`src/rtl/seg7_pkg.sv`:
```
// Shared definitions for the shared 4-digit seven-segment scan controller.
package seg7_pkg;

    localparam int         NUM_REQ    = 3;
    localparam int         MAX_DIGITS = 4;
    localparam logic [3:0] ANODE_OFF  = 4'b1111;

    typedef enum logic [1:0] {
        ST_IDLE   = 2'b00,
        ST_SCAN   = 2'b01,
        ST_SWITCH = 2'b10
    } seg7_state_e;

    typedef struct packed {
        logic       valid;
        logic [1:0] idx;
    } rr_pick_t;

    // A requested digit count of 0 still shows one digit; anything beyond
    // the physical display is limited to the number of digits fitted.
    function automatic logic [2:0] clamp_ndig(input logic [2:0] raw);
        logic [2:0] res;
        if (raw == 3'd0) begin
            res = 3'd1;
        end else if (raw > 3'(MAX_DIGITS)) begin
            res = 3'(MAX_DIGITS);
        end else begin
            res = raw;
        end
        return res;
    endfunction

    // Round-robin search beginning at the requester after 'last', so the
    // previous owner is considered last.
    function automatic rr_pick_t rr_pick(input logic [NUM_REQ-1:0] req,
                                         input logic [1:0]         last);
        rr_pick_t   res;
        logic [1:0] cand;
        res.valid = 1'b0;
        res.idx   = 2'd0;
        cand      = last;
        for (int k = 0; k < NUM_REQ; k++) begin
            cand = (cand >= 2'(NUM_REQ - 1)) ? 2'd0 : cand + 2'd1;
            if (!res.valid && req[cand]) begin
                res.valid = 1'b1;
                res.idx   = cand;
            end
        end
        return res;
    endfunction

endpackage

```
`src/rtl/seg7_tick_gen.sv`:
```
// Slot prescaler: a registered one-cycle tick every CLK_DIV clock cycles.
module seg7_tick_gen #(
    parameter int CLK_DIV = 25000
) (
    input  logic clk,
    input  logic rst,
    output logic tick
);

    localparam int               CNT_W    = $clog2(CLK_DIV);
    localparam logic [CNT_W-1:0] CNT_LAST = CNT_W'(CLK_DIV - 1);
    // The tick is registered, so it is raised one count early to land on
    // the CLK_DIV-th edge after reset release.
    localparam logic [CNT_W-1:0] CNT_PRE  = CNT_W'(CLK_DIV - 2);

    logic [CNT_W-1:0] cnt_r;

    // Free-running modulo-CLK_DIV counter with registered tick decode.
    always_ff @(posedge clk) begin
        if (rst) begin
            cnt_r <= {CNT_W{1'b0}};
            tick  <= 1'b0;
        end else begin
            if (cnt_r == CNT_LAST) begin
                cnt_r <= {CNT_W{1'b0}};
            end else begin
                cnt_r <= cnt_r + CNT_W'(1);
            end
            tick <= (cnt_r == CNT_PRE);
        end
    end

endmodule

```
`src/rtl/seg7_share_ctrl.sv`:
```
// One 4-digit multiplexed display shared round-robin between three requesters,
// with a minimum hold time per owner and a blank slot between owners.
module seg7_share_ctrl
    import seg7_pkg::*;
#(
    parameter int CLK_DIV     = 25000,
    parameter int HOLD_FRAMES = 50
) (
    input  logic        clk,
    input  logic        rst,
    input  logic [2:0]  req,
    input  logic [47:0] req_bcd,
    input  logic [8:0]  req_ndig,
    output logic [3:0]  an_scan,
    output logic [3:0]  num,
    output logic [2:0]  grant,
    output logic        busy
);

    localparam int                HOLD_W   = $clog2(HOLD_FRAMES + 1);
    localparam logic [HOLD_W-1:0] HOLD_MAX = HOLD_W'(HOLD_FRAMES);

    logic              tick_s;
    seg7_state_e       state_r;
    logic [1:0]        owner_r;
    logic [1:0]        rr_ptr_r;
    logic [2:0]        ndig_r;
    logic [1:0]        d_r;
    logic [HOLD_W-1:0] hold_cnt_r;

    rr_pick_t          pick_s;
    logic [2:0]        win_ndig_raw_s;
    logic [2:0]        win_ndig_s;
    logic [15:0]       win_bcd_s;
    logic [15:0]       own_bcd_s;
    logic [1:0]        d_next_s;
    logic              last_digit_s;
    logic              next_last_s;
    logic              own_req_s;
    logic              other_req_s;
    logic [HOLD_W-1:0] hold_inc_s;

    seg7_tick_gen #(
        .CLK_DIV (CLK_DIV)
    ) u_tick_gen (
        .clk  (clk),
        .rst  (rst),
        .tick (tick_s)
    );

    // Arbitration candidate and its digit data, ready for the next tick.
    always_comb begin
        pick_s = rr_pick(req, rr_ptr_r);
        case (pick_s.idx)
            2'd0:    begin win_ndig_raw_s = req_ndig[2:0]; win_bcd_s = req_bcd[15:0];  end
            2'd1:    begin win_ndig_raw_s = req_ndig[5:3]; win_bcd_s = req_bcd[31:16]; end
            2'd2:    begin win_ndig_raw_s = req_ndig[8:6]; win_bcd_s = req_bcd[47:32]; end
            default: begin win_ndig_raw_s = 3'd0;          win_bcd_s = 16'h0000;       end
        endcase
        win_ndig_s = clamp_ndig(win_ndig_raw_s);
    end

    // Live digit data of the current owner.
    always_comb begin
        case (owner_r)
            2'd0:    own_bcd_s = req_bcd[15:0];
            2'd1:    own_bcd_s = req_bcd[31:16];
            2'd2:    own_bcd_s = req_bcd[47:32];
            default: own_bcd_s = 16'h0000;
        endcase
    end

    // Frame position, competing requests and saturating hold increment.
    always_comb begin
        d_next_s     = d_r + 2'd1;
        last_digit_s = ({1'b0, d_r} == (ndig_r - 3'd1));
        next_last_s  = ({1'b0, d_next_s} == (ndig_r - 3'd1));
        own_req_s    = |(req & grant);
        other_req_s  = |(req & ~grant);
        if (hold_cnt_r == HOLD_MAX) begin
            hold_inc_s = hold_cnt_r;
        end else begin
            hold_inc_s = hold_cnt_r + HOLD_W'(1);
        end
    end

    // Ownership FSM and registered display outputs, advanced once per slot.
    always_ff @(posedge clk) begin
        if (rst) begin
            state_r    <= ST_IDLE;
            owner_r    <= 2'd0;
            rr_ptr_r   <= 2'd2;
            ndig_r     <= 3'd1;
            d_r        <= 2'd0;
            hold_cnt_r <= {HOLD_W{1'b0}};
            an_scan    <= ANODE_OFF;
            num        <= 4'd0;
            grant      <= 3'b000;
            busy       <= 1'b0;
        end else if (tick_s) begin
            case (state_r)
                ST_IDLE, ST_SWITCH: begin
                    if (pick_s.valid) begin
                        state_r    <= ST_SCAN;
                        owner_r    <= pick_s.idx;
                        rr_ptr_r   <= pick_s.idx;
                        ndig_r     <= win_ndig_s;
                        d_r        <= 2'd0;
                        // A one-digit owner completes its first frame right here.
                        hold_cnt_r <= (win_ndig_s == 3'd1) ? HOLD_W'(1) : {HOLD_W{1'b0}};
                        an_scan    <= 4'b1110;
                        num        <= win_bcd_s[3:0];
                        grant      <= 3'b001 << pick_s.idx;
                        busy       <= 1'b1;
                    end else begin
                        state_r <= ST_IDLE;
                        an_scan <= ANODE_OFF;
                        num     <= 4'd0;
                        grant   <= 3'b000;
                        busy    <= 1'b0;
                    end
                end
                ST_SCAN: begin
                    if (!last_digit_s) begin
                        // Mid-frame: keep scanning, request changes wait for the frame end.
                        d_r     <= d_next_s;
                        an_scan <= ~(4'b0001 << d_next_s);
                        num     <= own_bcd_s[{d_next_s, 2'b00} +: 4];
                        if (next_last_s) begin
                            hold_cnt_r <= hold_inc_s;
                        end
                    end else if (!own_req_s || ((hold_cnt_r == HOLD_MAX) && other_req_s)) begin
                        state_r <= other_req_s ? ST_SWITCH : ST_IDLE;
                        d_r     <= 2'd0;
                        an_scan <= ANODE_OFF;
                        num     <= 4'd0;
                        grant   <= 3'b000;
                        busy    <= other_req_s;
                    end else begin
                        d_r     <= 2'd0;
                        an_scan <= 4'b1110;
                        num     <= own_bcd_s[3:0];
                        if (ndig_r == 3'd1) begin
                            hold_cnt_r <= hold_inc_s;
                        end
                    end
                end
                default: begin
                    state_r <= ST_IDLE;
                    d_r     <= 2'd0;
                    an_scan <= ANODE_OFF;
                    num     <= 4'd0;
                    grant   <= 3'b000;
                    busy    <= 1'b0;
                end
            endcase
        end
    end

endmodule

```
`config.mk`:
```
export PLATFORM = sky130hd
export DESIGN_NAME = seg7_share_ctrl
export DESIGN_NICKNAME = d
export VERILOG_FILES = /design/src/rtl/seg7_pkg.sv /design/src/rtl/seg7_tick_gen.sv /design/src/rtl/seg7_share_ctrl.sv
export SDC_FILE = /design/constraint.sdc
export NUM_CORES = 1
export LEC_CHECK = 0
export CORE_MARGIN = 5
export CORE_UTILIZATION = 25
export CTS_BUF_LIST = sky130_fd_sc_hd__clkbuf_4
export DETAILED_ROUTE_END_ITERATION = 8
export GPL_TIMING_DRIVEN = 0
export PLACE_DENSITY = 0.57
export SLEW_MARGIN = 20
export SYNTH_ARGS = -nofsm -noshare
export SYNTH_HDL_FRONTEND = slang
export SYNTH_SLANG_ARGS = --single-unit
```
`constraint.sdc`:
```
create_clock -name clk -period 2.8 [get_ports clk]
set_clock_uncertainty 0.1 [all_clocks]
set_input_delay 0.56 -clock clk [delete_from_list [all_inputs] [get_ports clk]]
set_output_delay 0.56 -clock clk [all_outputs]
set_load 0.02 [all_outputs]
```
==> metrics.txt <==
area of the die=12800 um^2; Most used DFF post-synth=dfxtp_1; Startpoint Class=primary input; first-pass GRT wire length=13400 um; mux cell area share after synthesis=7.13%; CP Class=in2reg; DRC viols=0; grt ovf=0; worst vdd ir=0.184 mV; library cells used by synthesis=47; Total GRT Usage=12.6%; min Tclk post-route=2680 ps; final wirelength=8100 um; TritonRoute pass-1 iters=5; # setup viols final=0; Slew Viols, Final=0; final core utilization=35.1%; initial DRC count=184; WP data required=a little under 3000 ps; Place WS=-229 ps; RR Startpoint=ndig_r[0]$_SDFFE_PP1P_; Hold WC Path Type=reg2reg; period utilization=95.9%; CP max stage delay=600 ps; Core Area=10400 um^2; Die Y-Extent=113 um; Final Non-Filler Cells=551; outcome=complete, no violations; sequential fraction of the synthesis area=about 33%; Crit Path Max Fanout=9; CP bufs+invs=2; CP cell instances=clkdlybuf4s50_1 > nor2_1 > a22o_1 > clkbuf_1 > a222oi_1 > a21oi_1 > or4_1 > o31ai_1; DR vias=2689; CP max-delay cell=clkdlybuf4s50_1; largest family of logic cells by synthesized area=simple AND/OR/NAND/NOR gates; cell count after placement=542; I/O Buffers=72; CP top delay family=compound AO/OA/AOI/OAI gates; Ant. Diodes=0; HPWL after DPL=6520 um; Post-Synthesis Cell Area=2670 um^2; Bufs on Longest Clock Path=2; adder-cell share of the synthesized area=4.69%; Slew headroom=between 50% and 60%; DR top layer=met4; compound-cell area share of the yosys netlist=22.6%; worst hold margin=362 ps; Worst EP arrival=2850 ps; syn avg cell area=7.99 um^2; gpl congestion=0.810; chip width=about 110 um; TritonCTS Buffers=5; ys async rst share=0%; Max-cap violations=0; Syn-to-layout area delta=36.3%; met3 WL=around 350 um; crit path from=req[0]; XOR/XNOR Fraction of Synth Area=5.91%; Gate Count Post-Synth=334; slew of the pin with the lowest slew margin=721 ps; hold buffer count at CTS=0; Hold Violations, Final=0; CTS clk-pin slew, worst paths=120 ps; Simple-Gate Fraction of Synth Area=22.6%; DR WL met2=about 4200 um; IO Pins=74; vias in the first global route=2753; CTS tree=yes; largest net degree at the start of global routing=15; final worst slack=between 100 and 150 ps; clock root buffer=clkbuf_4; max frequency=372 MHz; num rows=37; nets=between 400 and 500; met1 wire length=3450 um; pwr dens=between 300 and 400 nW/um^2; number of synthesized flops with an enable pin=0; fraction of layout cells with a size suffix above 1=4.82%; antenna-violating nets left=0; initial antenna violation count=0; clock sinks=44; starting density of the core=25.7%; H-tree lvl count=2; Yosys reg bits=44; Synth Net Count=406; clk_lat worst skew=350 ps; RSZ-0062 raised after global routing=yes; drt via density=roughly 4.9; crit end category=register; Synthesis Warnings=0; Leak=1.21 nW; wire length per cell=14.7 um; TNS Setup=0 ps; min-delay src=ndig_r[1]$_SDFFE_PP0P_
final timing paths:
| path | end | slack [ps] | cells after the start |
|---|---|---|---|
| hold / removal | ndig_r[1]$_SDFFE_PP0P_ | 360 | 2 |
| setup / recovery | hold_cnt_r[0]$_SDFFE_PP0P_ | 120 | 8 |
| setup reg to reg | hold_cnt_r[5]$_SDFFE_PP0P_ | 140 | 8 |
| hold reg to reg | ndig_r[1]$_SDFFE_PP0P_ | 360 | 2 |
worst min-delay path, delay by kind of cell, from the launching register on:
kind	cells	cell delay [ps]
AND/OR/NAND/NOR	1	50
AO/OA/AOI/OAI	1	50
flip-flops	1	330
registers in the layout (all words and copies together) (netlist names), 2 cells and up:
name              flops
an_scan               4
d_r                   2
grant                 3
hold_cnt_r            6
ndig_r                3
num                   4
owner_r               2
state_r               2
u_tick_gen.cnt_r     15
placed cells by master, fill, tap and decap left out, types with 4 or more instances in the layout:
cell type        count
a21oi_1             13
a221o_1              4
a222oi_1             8
clkbuf_1            11
clkbuf_4             5
clkdlybuf4s50_1     72
dfxtp_1             42
ha_1                10
inv_1               13
mux2i_1             19
nand2_1             49
nand2b_1             6
nand3_1             12
nand4_1              6
nor2_1              27
nor2b_1              5
nor3_1               4
o211ai_1             9
o21ai_0             27
o22ai_1              7
or4_1                4
xnor2_1              9
xor2_1               9
Yosys cell counts (all sizes together) (8+ instances only):
master,instances,area (um^2)
xor2,9,78.8
inv,13,48.8
xnor2,9,78.8
a21oi,13,65.1
nand3,12,60.1
a222oi,8,80.1
ha,10,125
clkbuf,11,41.3
o21ai,30,154
mux2i,19,190
o211ai,9,67.6
nand2,50,190
nor2,27,101
dfxtp,44,881
per-stage QoR:
step	total power, W	area (um^2)
after detailed placement	0.000813	3570
after global routing	0.00117	3630
after global placement	0.000811	3560
after floorplan	0.000701	2670
final	0.00111	3630
after CTS	0.00112	3620
kinds of logic after synthesis:
group                      after synthesis
AOI/OAI and AO/OA                       88
DFF                                     44
and+or+nand+nor                        127
xor gates and xnor gates                18
muxes                                   19
adders and majority gates               10
buffers and inverters                   28
power by group:
group	switching [W]	internal [W]
Combinational	0.0000649	0.000101
Sequential	0.00000425	0.000629
Clock	0.000210	0.0000968
metal layers:
metal	up-vias	track usage, %
met2	52	22.4
met4	0	3.04
met5	-	0
li1	1372	-
met1	1255	15.5
met3	10	2.67
layout make-up:
| class | instances | area (um^2) |
|---|---|---|
| well taps | 136 | 170 |
| multi-input cells | 262 | 1690 |
| plain buffers | 15 | 60.1 |
| flip-flops and latches | 44 | 886 |
| repair buffers | 73 | 728 |
| clock inverters | 3 | 18.8 |
| clock buffers | 5 | 37.5 |
| inverters | 13 | 48.8 |
| fillers | 1109 | 6740 |
what timing repair did:
action,in CTS,in global routing
endpoints found under the setup margin,1,4
setup buffers,0,1
pin swaps,0,1
cloned,0,0
resized for setup,1,2
No activity file was read; power rests on OpenSTA's default activity.
==> RTL edit 1 (config.mk and constraints unchanged) <==
One comparison of `cnt_r` changes from == to >=.
--- a/src/rtl/seg7_tick_gen.sv
+++ b/src/rtl/seg7_tick_gen.sv
@@ -26,7 +26,7 @@
             end else begin
                 cnt_r <= cnt_r + CNT_W'(1);
             end
-            tick <= (cnt_r == CNT_PRE);
+            tick <= (cnt_r >= CNT_PRE);
         end
     end
 
Behaviour: same outputs for any inputs over 10 cycles, from zero or initial values and one cycle with rst high; that may be too few to reach the edited logic, so the function may still have changed.
==> RTL edit 1 against the unedited design <==
Sequential cell count did not move; power up 11%; wire length up 4.3%; setup slack improved by 0.063 ns; area after synthesis rose by 2.9%; non-clock buffer count up 1; die area increased by 2.7%; global-route usage shrank 0.072 points; core utilization down 0.34 points; via count increased by 0.11%; design area grew 3.1%; first-iteration DRC count is 9.8% lower.
==> RTL edit 1: results (changes against the unedited design) <==
Layout
  – Area occupied by multi-input gates: 1730 sq um (+2.7%)
  – Comb_multi_in: 248 (-5.3%)
  – Finished Layout Cells: 541 (-1.8%)
  – Inverters: 12 (-1)
  – Layout cells sized above 1: 10.5% (+5.7 points)
  – Final clock-cell share: 2.24% (+0.69 points)
  – Fill cell count: 1,153 (+4.0%)
  – Final Util: 34.7% (-0.34 points)

GRT
  – Largest net degree at the start of global routing: 16 (+1)
  – Vias in the first global route: 2,747 (-0.22%)
  – First-pass GRT wire length: 13.6 mm (+1.1%)

Routing
  – Drt first pass iters: 4 (-1)
  – Drt wl/cell: 15.6 microns (+6.3%)
  – Via density: 4.98 (+2.0%)
  – First-iteration detailed-routing DRC count: 166 (-9.8%)

Synth
  – Post-synthesis sequential area ratio: 32.1% (-0.93 points)
  – Synth Area in Compound Gates: 26.3% (+3.7 points)
  – Syn_nets: 392 (-3.4%)
  – Post-synthesis mux area share: 6.38% (-0.75 points)
  – Netlist cell types: 53 (+13%)
  – Synth Area in XOR/XNOR: 5.74% (-0.17 points)

STA
  – Hold_ws: 0.367 ns (+0.00505 ns)
  – Fmax: 0.382 GHz (+2.4%)
  – Tightest Pin Transition: 0.743 ns (+0.0218 ns)

Setup path
  – RR Endpoint: hold_cnt_r[3]$_SDFFE_PP0P_
  – Crit path max fanout: 8 (-1)
  – Worst r2r src: d_r[0]$_SDFFE_PP0P_
  – Reg2Reg Setup Slack: 0.22 ns (+0.08 ns)
  – Worst setup startpoint: req[1]
  – Crit-path max cell delay: 0.71 ns (+0.11 ns)
  – Critical Path AT: 2.82 ns (-0.03 ns)

Place
  – Gpl congestion: 0.790 (-2.4%)
  – Placed instance area: 3650 sq um (+2.4%)
  – Placed insts: 533 (-1.7%)
  – Detail Placement HPWL: 6.63 mm (+1.7%)

Die
  – Tap Cells: 140 (+2.9%)

Power and ir drop
  – Lkg Pwr: 1.31 nW (+8.5%)
  – Peak supply drop: 0.000185 V (+0.67%)

CTS
  – PostCTS Resize Cnt: 2 (+1)
  – Reg clk slew, reported paths: 0.15 ns (+0.03 ns)

Outcome
  – Status: completed
[RTL edit 1: changes by cell type after synthesis, sizes merged, moves of 7 or more]
cell / change
o21ai: -9
nand2: -31
mux2: +12
mux2i: -15
o211ai: -9
o22ai: -7
a221oi: +8
or3: +7
nor2: +8
[RTL edit 1: kinds of logic after synthesis]
group / after synthesis
AO/OA/AOI/OAI: 92
flip-flops: 44
XOR/XNOR: 18
multiplexers: 16
adder cells (fa/ha/maj): 10
buffers and inverters: 28
AND/OR/NAND/NOR: 112
[RTL edit 1: power by group]
part	switching [mW]	total, mW	internal (mW)	leakage (nW)
Clock	0.227	0.418	0.191	0.0418
Sequential	0.00421	0.634	0.630	0.356
Combinational	0.0618	0.171	0.110	0.912
Total	0.293	1.22	0.930	1.31
[RTL edit 1: layer usage]
layer  GRT usage [%]  wire, microns  vias up
met5               0              0        -
met3            3.21            585        2
met1            15.8           3910     1273
met2            21.9           3920       75
li1                -              -     1342
met4            2.35             24        0
==> RTL edit 2 (same settings) <==
Made on the original files. `CLK_DIV` is set to 25000 in 2 places; all go to 100000.
--- a/src/rtl/seg7_tick_gen.sv
+++ b/src/rtl/seg7_tick_gen.sv
@@ -1,6 +1,6 @@
 // Slot prescaler: a registered one-cycle tick every CLK_DIV clock cycles.
 module seg7_tick_gen #(
-    parameter int CLK_DIV = 25000
+    parameter int CLK_DIV = 100000
 ) (
     input  logic clk,
     input  logic rst,
--- a/src/rtl/seg7_share_ctrl.sv
+++ b/src/rtl/seg7_share_ctrl.sv
@@ -3,7 +3,7 @@
 module seg7_share_ctrl
     import seg7_pkg::*;
 #(
-    parameter int CLK_DIV     = 25000,
+    parameter int CLK_DIV     = 100000,
     parameter int HOLD_FRAMES = 50
 ) (
     input  logic        clk,
Function: same outputs for any inputs over 10 cycles, from zero or initial values and one cycle with rst high; that may be too few to reach the edited logic, so the function may still have changed.
==> RTL edit 2 against the unedited design <==
Via count up 4.2%; power up 14%; design area up 5.0%; count of clock-buffer cells in the layout up 1; sequential cell count up 2; setup slack better by 0.058 ns; critical path depth unchanged; wire length up 3.3%; area after synthesis up 4.0%.
==> RTL edit 2: results (changes against the unedited design) <==
Outcome
  – Status: completed

Synth
  – Post-synthesis mux area share: 6.50% (-0.63 points)
  – Commonest cells post-synth: dfxtp_1, nand2_1, nor2_1, a21oi_1, mux2i_1
  – Synth Area in Compound Gates: 23.6% (+1.0 points)
  – Area contributors post-synth: dfxtp_1, mux2i_1, nand2_1, nor2_1, ha_1
  – Syn_nets: 414 (+2.0%)
  – Yosys top cell area share: 33.2% (+0.18 points)
  – Post-Synth Adder-Cell Area: 4.51% (-0.18 points)
  – Synth Area in XOR/XNOR: 6.00% (+0.089 points)
  – Netlist cell types: 55 (+17%)
  – Avg Cell Area, Syn: 8.11 sq um (+1.6%)
  – Post-synthesis sequential area ratio: 33.2% (+0.18 points)

Routing
  – First-iteration detailed-routing DRC count: 138 (-25%)
  – Final wirelength: 8.36 mm (+3.3%)
  – Drt first pass iters: 4 (-1)

Place
  – Post-Place Worst Slack: -0.283 ns (-0.0533 ns)
  – Placed instance area: 3670 sq um (+2.9%)
  – Detail Placement HPWL: 6.51 mm (-0.19%)
  – Placed insts: 554 (+2.2%)
  – Gpl congestion: 0.842 (+4.0%)

GRT
  – GRT met3 Usage: 3.37% (+0.69 points)
  – First-pass GRT wire length: 13.1 mm (-2.1%)
  – Total Routing Usage GR: 12.0% (-0.58 points)
  – Vias in the first global route: 2,728 (-0.91%)
  – Grt met2 use: 19.8% (-2.6 points)

CTS
  – H-tree depth: 2 (unchanged)
  – PostCTS Resize Cnt: 2 (+1)
  – Clk Latency, worst-skew pair: 0.37 ns (+0.02 ns)

Setup path
  – Crit-path max cell delay: 0.62 ns (+0.02 ns)
  – Crit path max fanout: 8 (-1)
  – Worst Reg2Reg Path Length in Cells: 9 (+1)
  – Critical Path AT: 2.83 ns (-0.02 ns)

Layout
  – Nets: 500 (+2.9%)
  – Finished Layout Cells: 569 (+3.3%)
  – Top Registers: u_tick_gen.cnt_r (17), hold_cnt_r (6)
  – Layout cells sized above 1: 6.76% (+1.9 points)

STA
  – Tightest Pin Transition: 0.726 ns (+0.00498 ns)

Power and ir drop
  – Lkg Pwr: 1.28 nW (+6.4%)
  – Peak supply drop: 0.000206 V (+12%)
RTL edit 2: changes by cell type after synthesis, sizes merged, moves of 3 or more:
cell    unedited run  this run
o21ai             30        14
nor2              27        40
a21oi             13        22
nand2             50        42
a211oi             0         6
a211o              1         5
nand2b             6         3
or3                3         6
or4                4         1
RTL edit 2: worst max-delay path, delay by kind of cell:
| family | cells | cell delay, ns |
|---|---|---|
| compound gates | 4 | 1.00 |
| buf+inv | 2 | 0.79 |
| simple gates | 2 | 0.46 |
RTL edit 2: metal layers:
| layer | vias to the layer above | routed length (microns) |
|---|---|---|
| met3 | 6 | 667 |
| met4 | 0 | 59 |
| li1 | 1424 | - |
| met5 | - | 0 |
| met2 | 83 | 3660 |
| met1 | 1290 | 3970 |
RTL edit 2: final cells by class:
cell class                      count  area, sq um
Clock inverter                      2         37.5
Fill cell                        1209         7020
Buffer                             14         57.6
Inverter                           13         50.0
Tap cell                          140          175
Sequential cell                    46          926
Timing Repair Buffer               79          773
Clock buffer                        6         45.0
Multi-Input combinational cell    269         1750
RTL edit 2: path summary, 6_finish.rpt:
kind | end | startpoint | slack, ns
worst max-delay path | hold_cnt_r[3]$_SDFFE_PP0P_ | req[1] | 0.17
worst min-delay path | ndig_r[1]$_SDFFE_PP0P_ | ndig_r[1]$_SDFFE_PP0P_ | 0.36
worst max register to register | hold_cnt_r[3]$_SDFFE_PP0P_ | ndig_r[0]$_SDFFE_PP1P_ | 0.22
worst min register to register | ndig_r[1]$_SDFFE_PP0P_ | ndig_r[1]$_SDFFE_PP0P_ | 0.36
RTL edit 2: report_power, final:
group	leakage, nW	switching (mW)	internal, mW
combinational	0.871	0.0676	0.108
clock	0.0419	0.224	0.198
sequential	0.372	0.00459	0.657
total	1.28	0.296	0.963
